--- src/rtl/jtag_phy_pkg.sv ---
// rtl/jtag_phy_pkg.sv - shared constants, state encoding and nbits clamp for the JTAG shift PHY
package jtag_phy_pkg;
  localparam int MAX_BITS = 8;
  localparam int NBITS_W  = 4;

  localparam logic [1:0] ST_IDLE = 2'd0;
  localparam logic [1:0] ST_LOW  = 2'd1;
  localparam logic [1:0] ST_HIGH = 2'd2;
  localparam logic [1:0] ST_RESP = 2'd3;

  function automatic logic [NBITS_W-1:0] clamp_nbits(input logic [NBITS_W-1:0] n);
    return (n > NBITS_W'(MAX_BITS)) ? NBITS_W'(MAX_BITS) : n;
  endfunction
endpackage

--- src/rtl/jtag_shift_phy_if.sv ---
// rtl/jtag_shift_phy_if.sv - command and response channels between jtag_engine and the PHY
interface jtag_shift_phy_if;
  import jtag_phy_pkg::*;

  logic                cmd_valid;
  logic                cmd_ready;
  logic [NBITS_W-1:0]  cmd_nbits;
  logic [MAX_BITS-1:0] cmd_tms;
  logic [MAX_BITS-1:0] cmd_tdi;
  logic                cmd_capture;
  logic                rsp_valid;
  logic                rsp_ready;
  logic [MAX_BITS-1:0] rsp_tdo;

  modport master (
    output cmd_valid, cmd_nbits, cmd_tms, cmd_tdi, cmd_capture, rsp_ready,
    input  cmd_ready, rsp_valid, rsp_tdo
  );

  modport slave (
    input  cmd_valid, cmd_nbits, cmd_tms, cmd_tdi, cmd_capture, rsp_ready,
    output cmd_ready, rsp_valid, rsp_tdo
  );
endinterface

--- src/rtl/tck_half_counter.sv ---
// rtl/tck_half_counter.sv - TCK half-period down-counter; one-cycle phase_done after TCK_DIV cycles
module tck_half_counter #(
  parameter int TCK_DIV = 2
) (
  input  logic clk,
  input  logic rst,
  input  logic load,
  output logic phase_done
);
  localparam int CW = (TCK_DIV > 1) ? $clog2(TCK_DIV) : 1;

  logic [CW-1:0] cnt;
  logic          armed;

  // armed keeps phase_done from re-firing while the PHY sits idle with cnt at zero
  always_ff @(posedge clk) begin
    if (rst) begin
      cnt   <= '0;
      armed <= 1'b0;
    end else if (load) begin
      cnt   <= CW'(TCK_DIV - 1);
      armed <= 1'b1;
    end else if (phase_done) begin
      armed <= 1'b0;
    end else if (cnt != '0) begin
      cnt <= cnt - CW'(1);
    end
  end

  assign phase_done = armed && (cnt == '0);
endmodule

--- src/rtl/jtag_shift_phy.sv ---
// rtl/jtag_shift_phy.sv - bit-level JTAG pin driver: shifts 1..8 TMS/TDI bits, captures TDO
module jtag_shift_phy
  import jtag_phy_pkg::*;
#(
  parameter int TCK_DIV = 2
) (
  input  logic             clk,
  input  logic             rst,
  jtag_shift_phy_if.slave  bus,
  output logic             busy,
  output logic             TCK,
  output logic             TMS,
  output logic             TDI,
  input  logic             TDO
);
  logic [1:0]          state;
  logic [2:0]          bit_idx;
  logic [NBITS_W-1:0]  nbits_q;
  logic [MAX_BITS-1:0] tms_q;
  logic [MAX_BITS-1:0] tdi_q;
  logic [MAX_BITS-1:0] shreg;
  logic                capture_q;
  logic [NBITS_W-1:0]  nbits_in;
  logic                accept;
  logic                last_bit;
  logic                load;
  logic                phase_done;

  assign nbits_in = clamp_nbits(bus.cmd_nbits);
  assign accept   = (state == ST_IDLE) && bus.cmd_ready && bus.cmd_valid;
  assign last_bit = ({1'b0, bit_idx} == (nbits_q - NBITS_W'(1)));
  assign load     = (accept && (nbits_in != '0)) ||
                    (phase_done && ((state == ST_LOW) || ((state == ST_HIGH) && !last_bit)));

  tck_half_counter #(.TCK_DIV(TCK_DIV)) u_half (
    .clk        (clk),
    .rst        (rst),
    .load       (load),
    .phase_done (phase_done)
  );

  always_ff @(posedge clk) begin
    if (rst) begin
      state         <= ST_IDLE;
      bit_idx       <= '0;
      nbits_q       <= '0;
      tms_q         <= '0;
      tdi_q         <= '0;
      shreg         <= '0;
      capture_q     <= 1'b0;
      TCK           <= 1'b0;
      TMS           <= 1'b1;
      TDI           <= 1'b0;
      busy          <= 1'b0;
      bus.cmd_ready <= 1'b0;
      bus.rsp_valid <= 1'b0;
      bus.rsp_tdo   <= '0;
    end else begin
      case (state)
        ST_IDLE: begin
          bus.cmd_ready <= 1'b1;
          if (accept) begin
            tms_q     <= bus.cmd_tms;
            tdi_q     <= bus.cmd_tdi;
            nbits_q   <= nbits_in;
            capture_q <= bus.cmd_capture;
            shreg     <= '0;
            bit_idx   <= '0;
            if (nbits_in != '0) begin
              state         <= ST_LOW;
              TMS           <= bus.cmd_tms[0];
              TDI           <= bus.cmd_tdi[0];
              busy          <= 1'b1;
              bus.cmd_ready <= 1'b0;
            end else if (bus.cmd_capture) begin
              state         <= ST_RESP;
              bus.rsp_valid <= 1'b1;
              bus.rsp_tdo   <= '0;
              busy          <= 1'b1;
              bus.cmd_ready <= 1'b0;
            end
          end
        end
        ST_LOW: begin
          // TDO is taken on the edge that raises TCK, i.e. the value seen while TCK was low
          if (phase_done) begin
            TCK            <= 1'b1;
            shreg[bit_idx] <= TDO;
            state          <= ST_HIGH;
          end
        end
        ST_HIGH: begin
          if (phase_done) begin
            TCK <= 1'b0;
            if (!last_bit) begin
              bit_idx <= bit_idx + 3'd1;
              TMS     <= tms_q[bit_idx + 3'd1];
              TDI     <= tdi_q[bit_idx + 3'd1];
              state   <= ST_LOW;
            end else if (capture_q) begin
              state         <= ST_RESP;
              bus.rsp_valid <= 1'b1;
              bus.rsp_tdo   <= shreg;
            end else begin
              state         <= ST_IDLE;
              busy          <= 1'b0;
              bus.cmd_ready <= 1'b1;
            end
          end
        end
        default: begin
          if (bus.rsp_ready) begin
            state         <= ST_IDLE;
            bus.rsp_valid <= 1'b0;
            busy          <= 1'b0;
            bus.cmd_ready <= 1'b1;
          end
        end
      endcase
    end
  end
endmodule

--- src/flat_wrapper.sv ---
// flat-port wrapper written by rule: the top's interface ports become plain ports
module jtag_shift_phy_flat import jtag_phy_pkg::*;
#(
  parameter int TCK_DIV = 2
)
  (clk, rst, busy, TCK, TMS, TDI, TDO, bus_cmd_valid, bus_cmd_nbits, bus_cmd_tms, bus_cmd_tdi, bus_cmd_capture, bus_rsp_ready, bus_cmd_ready, bus_rsp_valid, bus_rsp_tdo);
  jtag_shift_phy_if bus_i ();
  input  logic clk;
  input  logic rst;
  output logic busy;
  output logic TCK;
  output logic TMS;
  output logic TDI;
  input  logic TDO;
  input wire logic [$bits(bus_i.cmd_valid)-1:0] bus_cmd_valid;
  input wire logic [$bits(bus_i.cmd_nbits)-1:0] bus_cmd_nbits;
  input wire logic [$bits(bus_i.cmd_tms)-1:0] bus_cmd_tms;
  input wire logic [$bits(bus_i.cmd_tdi)-1:0] bus_cmd_tdi;
  input wire logic [$bits(bus_i.cmd_capture)-1:0] bus_cmd_capture;
  input wire logic [$bits(bus_i.rsp_ready)-1:0] bus_rsp_ready;
  output wire logic [$bits(bus_i.cmd_ready)-1:0] bus_cmd_ready;
  output wire logic [$bits(bus_i.rsp_valid)-1:0] bus_rsp_valid;
  output wire logic [$bits(bus_i.rsp_tdo)-1:0] bus_rsp_tdo;
  assign bus_i.cmd_valid = bus_cmd_valid;
  assign bus_i.cmd_nbits = bus_cmd_nbits;
  assign bus_i.cmd_tms = bus_cmd_tms;
  assign bus_i.cmd_tdi = bus_cmd_tdi;
  assign bus_i.cmd_capture = bus_cmd_capture;
  assign bus_i.rsp_ready = bus_rsp_ready;
  assign bus_cmd_ready = bus_i.cmd_ready;
  assign bus_rsp_valid = bus_i.rsp_valid;
  assign bus_rsp_tdo = bus_i.rsp_tdo;
  jtag_shift_phy #(.TCK_DIV(TCK_DIV)) u_core (.clk(clk), .rst(rst), .bus(bus_i), .busy(busy), .TCK(TCK), .TMS(TMS), .TDI(TDI), .TDO(TDO));
endmodule
--- config.mk ---
export PLATFORM = sky130hd
export DESIGN_NAME = jtag_shift_phy_flat
export DESIGN_NICKNAME = d
export VERILOG_FILES = /design/src/rtl/jtag_phy_pkg.sv /design/src/rtl/jtag_shift_phy_if.sv /design/src/rtl/tck_half_counter.sv /design/src/rtl/jtag_shift_phy.sv /design/src/flat_wrapper.sv
export SDC_FILE = /design/constraint.sdc
export NUM_CORES = 1
export LEC_CHECK = 0
export CORE_MARGIN = 5
export CORE_UTILIZATION = 53
export CTS_BUF_LIST = sky130_fd_sc_hd__clkbuf_16
export CTS_CLUSTER_SIZE = 10
export DETAILED_ROUTE_END_ITERATION = 7
export MAX_ROUTING_LAYER = met4
export PLACE_DENSITY = 0.79
export SETUP_SLACK_MARGIN = 0.2
export SLEW_MARGIN = 20
export SYNTH_ARGS = -nofsm -noshare
export SYNTH_HDL_FRONTEND = slang
export SYNTH_SLANG_ARGS = --single-unit
--- constraint.sdc ---
create_clock -name clk -period 2.61 [get_ports clk]
set_input_delay 0.522 -clock clk [delete_from_list [all_inputs] [get_ports clk]]
set_output_delay 0.522 -clock clk [all_outputs]
set_load 0.02 [all_outputs]
; ---- Yosys cells after proc, flatten, opt, wreduce, memory -nomap -nowiden
; Index checks and enable logic that the tools add are counted.
[word_totals]
register_bits = 50
out_inout_bits = 14
[classes]
n_addsub = 3
n_lt_le_gt_ge = 4
n_eq_ne = 15
n_mux = 70
bitwise_logic = 2
reduce_logical = 28
[ops]
columns = op, count
row1 = 8-bit two-way mux, 8
row2 = 1-bit two-way mux, 36
row3 = 8-bit one-hot mux with 2 select lines, 2
row4 = 2-bit two-way mux, 8
row5 = 5-bit AND reduction, 3
row6 = 7-bit AND reduction, 2
row7 = "2-bit by 1-bit != test with 1-bit output, second input constant", 6
row8 = "2-bit != test, second input constant", 5
row9 = 3-bit two-way mux, 3
row10 = 1-bit one-hot mux with 3 select lines, 3
row11 = 8-bit bitwise mux, 1
row12 = "3-bit by 4-bit less-than comparator with 1-bit output, second input constant", 2
row13 = 8-bit AND reduction, 1
row14 = 2-bit nonzero test, 4
row15 = 4-bit nonzero test, 2
row16 = 1-bit logical AND, 7
row17 = 1-bit binary-select mux with 3-bit select, 2
row18 = 1-bit one-hot mux with 2 select lines, 3
row19 = 2-bit one-hot mux with 3 select lines, 1
row20 = 3-bit one-hot mux with 2 select lines, 1
row21 = 3-bit AND reduction, 2
row22 = 3-bit by 4-bit == test with 1-bit output, 1
row23 = "4-bit greater-than comparator, second input constant", 1
row24 = 4-bit two-way mux, 1
row25 = other kinds (15), 17

; ---- Logic depth before layout (Yosys ltp)
[depth]
depth_word = 8
mapped_depth = 8

; ---- Modules after synthesis
; A second synthesis with hierarchy kept.
[hier_totals]
cells_unflattened = 276
hier_area_um2 = 2377.3
[by_module_without_submodules]
columns = module, n_inst, cells_per_inst, area_each_um2, seq_area_each_um2
row1 = jtag_shift_phy, 1, 270, 2313.5, 960.9
row2 = tck_half_counter, 1, 6, 63.8, 40.0

; ---- Worst setup path after synthesis
; Ideal clock, no wire load.
[synth_path]
path_type = reg2reg
start = register u_core.nbits_q[0]
end = register u_core.bit_idx[2]
setup_ps = 122
t_arrival_ps = 1779
required_ps = 2488
path_slack_ps = 709
stages_incl_launch_ff = 8
n_path_buf = 0
period_less_slack_ps = 1901
path_cell_list = dfxtp_1 inv_1 ha_1 xnor2_4 nor4b_4 o31ai_4 and4_4 a221o_1
[synth_via]
elab_chain_len = 4
[synth_lines]
columns = element, line_no
row1 = from (decl), jtag_shift_phy.sv:18  ; logic [NBITS_W-1:0] nbits_q;
row2 = from (signal assigned), jtag_shift_phy.sv:65  ; nbits_q <= nbits_in;
row3 = 4-bit by 1-bit subtractor with 4-bit output, jtag_shift_phy.sv:31  ; assign last_bit = ({1'b0, bit_idx} == (nbits_q - NBITS_W'(1)));
row4 = 3-bit by 4-bit == test with 1-bit output, jtag_shift_phy.sv:31
row5 = 2-bit != test (no line), -
row6 = 4-bit AND reduction (no line), -
row7 = to (signal assigned), jtag_shift_phy.sv:96  ; bit_idx <= bit_idx + 3'd1;
row8 = to (decl), jtag_shift_phy.sv:17  ; logic [2:0] bit_idx;
; Every way passes these cells.
; A chain may end at the register's enable or synchronous reset.

; ---- Worst setup path after layout
[layout_path]
start = register u_core.nbits_q[0]
end = register u_core.bus.rsp_tdo[4]
[layout_via]
elab_chain_len = 4
[layout_lines]
columns = element, line_no
row1 = 4-bit by 1-bit subtractor with 4-bit output, jtag_shift_phy.sv:31
row2 = 3-bit by 4-bit == test with 1-bit output, jtag_shift_phy.sv:31
row3 = 2-bit by 1-bit != test with 1-bit output (no line), -
row4 = 7-bit AND reduction (no line), -
row5 = to (signal assigned), jtag_shift_phy.sv:103  ; bus.rsp_tdo <= shreg;
row6 = to (decl), jtag_shift_phy_if.sv:22  ; output cmd_ready, rsp_valid, rsp_tdo
; Every way passes these cells.

==> impl_metrics.ini <==
[power_and_ir_drop]
p_leak_nw = 1.03
ir_drop_mv = 0.378
power.density_nw_per_um2 = 644

[final_layout]
drive_gt1_share_pct = 10.3
area_growth_pct = 25.2
fin_nets = 348
antennaDiodeCount = 0
layout_common_cells = nand2_1 (61), dfxtp_1 (50), clkdlybuf4s50_1 (39), a21oi_1 (33), nor2_1 (15)
final_common_cell = nand2_1
fin_area_um2 = 3040

[drt]
dr.pass1.iters = 4
drt-vias-per-instance = 5.73
ant_nets = 0
wirelength_mm = 5.39
vias = 2136
dr.first_iter.drc_count = 188
drc = 0
wire_per_inst_um = 14.4

[cts]
cts_hold_buffers = 0
post_cts_resized = 0
clk_pin_slew_ps = 60
htreeDepth = 2
clock_latency_ps = 280
cts_root_buffer = clkbuf_16
cts.sinks = 50
cts_made_buffers = 5
cts_tree = yes
clockBufferDepth = 2
post_cts_buffers = 0

[timing]
fin_tns_setup_ps = 0
finClkSkew_ps = 2.09
worstMarginPinSlew_ps = 559
rsz0062_at_grt = false
hold_viol = 0
post-route-period-util_pct = 83.1
fin_crit_ps = 2170
slew_violations = 0
fmax_mhz = 461
max-slew-margin-rel_pct = 62.6
setup_viol = 0

[floorplanning]
die_area_um2 = 6040
design.core.area_um2 = 4410
die_x_um = 77.7
placementRows = 24
start_util_pct = 55.1
ios = 40
die_h_um = 77.7

[synthesis]
ys_ff_latch = 50
yosys_warnings = 0
avgSynthCellArea_um2 = 8.59
synthFlopType = dfxtp_1
syn_inst = 283
ys_top_cells_by_area = dfxtp_1 (41%), nand2_1 (9.4%), a21oi_1 (6.8%)
synth_area_um2 = 2430
synth_nets = 311
synth_top_area_share_pct = 41.2
ys_types = 52
synth-edff-count = 0
synth.yosys.seq_area_share_pct = 41.2
synth_area_leader_cell = dfxtp_1
async_flop_share_pct = 0

[placement]
place_area_um2 = 2880
dp_hpwl_mm = 3.89
globalplace.congestion = 0.847
port_buffers = 39

[min_path]
hold_depth = 2
hold_path.class = reg -> reg
holdPathEnd = u_core.tms_q[6]$_SDFFE_PP0P_
hold_start = u_core.tms_q[6]$_SDFFE_PP0P_

[outcome]
status = finished clean

[global_routing]
first_global_vias = 1936
grt_pass1_wl_mm = 9.02
grt_antenna_before_repair = 0
track_usage_pct = 18.5
gr-total-overflow = 0
grt_max_degree = 22

[worst_setup_path]
r2r_setup_slack_ps = 440
timing.rr.start = u_core.nbits_q[0]$_SDFFE_PP0P_
worstPathMaxFanout = 8
crit_type = reg -> reg
max_stage_delay_ps = 470
crit_family = simple AND/OR/NAND/NOR gates
crit_path_cell_trace = inv_1 -> ha_1 -> xnor2_4 -> and4b_4 -> o311ai_1 -> or2_0 -> o32ai_1
slowest_stage = or2_0
rr_endpoint = u_core.bus.rsp_tdo[4]$_SDFFE_PP0P_
arrival_ps = 2310
critical_path_buf_inv_count = 1
r2r_cells = 7
crit_required_ps = 2750
startpoint_type = flip-flop
endpoint_kind = flip-flop

[flow_run]
cap_violations = 0
report_power, final:
part           internal (mW)  total (mW)  switching (mW)
sequential             0.814       0.867          0.0528
combinational          0.176       0.373           0.197
clock                  0.448       0.721           0.273
total                   1.44        1.96           0.523
area by class of cell:
cell class | count | area (um2)
clock inverters | 3 | 41.3
fillers | 373 | 1370
well taps | 52 | 65.1
repair buffers | 49 | 465
flip-flops and latches | 50 | 1000
multi-input cells | 201 | 1300
inverters | 13 | 48.8
clock buffers | 5 | 125
Yosys cell counts (2+ instances only):
cell type / n
inv_1: 11
or3_1: 2
o21a_1: 5
clkbuf_1: 14
nor3_1: 2
nand2b_1: 5
a211oi_1: 2
buf_2: 4
a21oi_1: 33
inv_2: 2
mux4_2: 4
dfxtp_1: 50
nor2_1: 15
o221a_1: 3
o32ai_1: 11
xnor2_1: 2
nand3b_1: 8
ha_1: 2
nor2b_1: 3
nand3_1: 2
o21ai_1: 3
o21ai_0: 4
o22ai_1: 6
mux2i_1: 2
nand2_1: 61
cells by family (layout without fill, tap and decap cells):
kind of cell    after synthesis  count (layout)  share of synthesized area (%)
simple gates                110             110                           23.1
compound gates               78              78                           22.1
flops                        50              50                           41.2
buf+inv                      32              70                           5.46
mux                           7               7                           4.99
xor+xnor                      4               4                           2.21
fa+ha+maj                     2               2                           1.03
worst reg2reg max path, delay by kind of cell (launching register included):
kind / cells / cell delay, ps
compound gates: 2 / 480
fa+ha+maj: 1 / 250
xor+xnor: 1 / 160
simple gates: 2 / 700
buf+inv: 1 / 60
flops: 1 / 380
worst max path at each step:
| stage | startpoint | endpoint | slack [ps] | depth (start not counted) |
|---|---|---|---|---|
| 2_1_floorplan | u_core.nbits_q[0]$_SDFFE_PP0P_ | u_core.bit_idx[2]$_SDFFE_PP0P_ | 710 | 7 |
| 3_3_place_gp | bus_cmd_nbits[0] | u_core.bus.rsp_tdo[0]$_SDFFE_PP0P_ | 170 | 6 |
| 3_5_place_dp | bus_cmd_nbits[0] | u_core.bus.rsp_tdo[4]$_SDFFE_PP0P_ | 150 | 6 |
| 4_1_cts | u_core.nbits_q[0]$_SDFFE_PP0P_ | u_core.bus.rsp_tdo[4]$_SDFFE_PP0P_ | 440 | 7 |
| 5_1_grt | u_core.nbits_q[0]$_SDFFE_PP0P_ | u_core.bus.rsp_tdo[7]$_SDFFE_PP0P_ | 230 | 7 |
| 6_report | u_core.nbits_q[0]$_SDFFE_PP0P_ | u_core.bus.rsp_tdo[4]$_SDFFE_PP0P_ | 440 | 7 |
metal layers:
metal | vias up | track usage [%] | part of all wire, %
met1 | 999 | 24.6 | 45
met2 | 51 | 28.9 | 49
li1 | 1081 | - | -
met5 | - | - | 0
met3 | 5 | 3.94 | 4.5
met4 | 0 | 4.64 | 1.1
per-stage QoR:
stage                     utilization, %  hold WS (ps)  setup WS, ps  cells  power (mW)
final                               69.0           451           440    373        1.96
after global routing                69.0           475           231    373        2.07
after CTS                           69.0           455           439    373        1.98
after detailed placement            65.2           446           148    365        1.25
after global placement              65.2           439           174    365        1.25
after floorplan                        -           433           709    283        1.12
flip-flops by register name, summed over array words and instances, names as in the netlist:
| name | flops |
|---|---|
| u_core.nbits_q | 4 |
| u_core.busy | 1 |
| u_core.u_half.cnt | 1 |
| u_core.capture_q | 1 |
| u_core.TCK | 1 |
| u_core.bit_idx | 3 |
| u_core.u_half.armed | 1 |
| u_core.bus.rsp_tdo | 8 |
| u_core.TMS | 1 |
| u_core.TDI | 1 |
| u_core.bus.rsp_valid | 1 |
| u_core.bus.cmd_ready | 1 |
| u_core.shreg | 8 |
| u_core.state | 2 |
| u_core.tms_q | 8 |
| u_core.tdi_q | 8 |
Power figures use the tool's default switching activity.
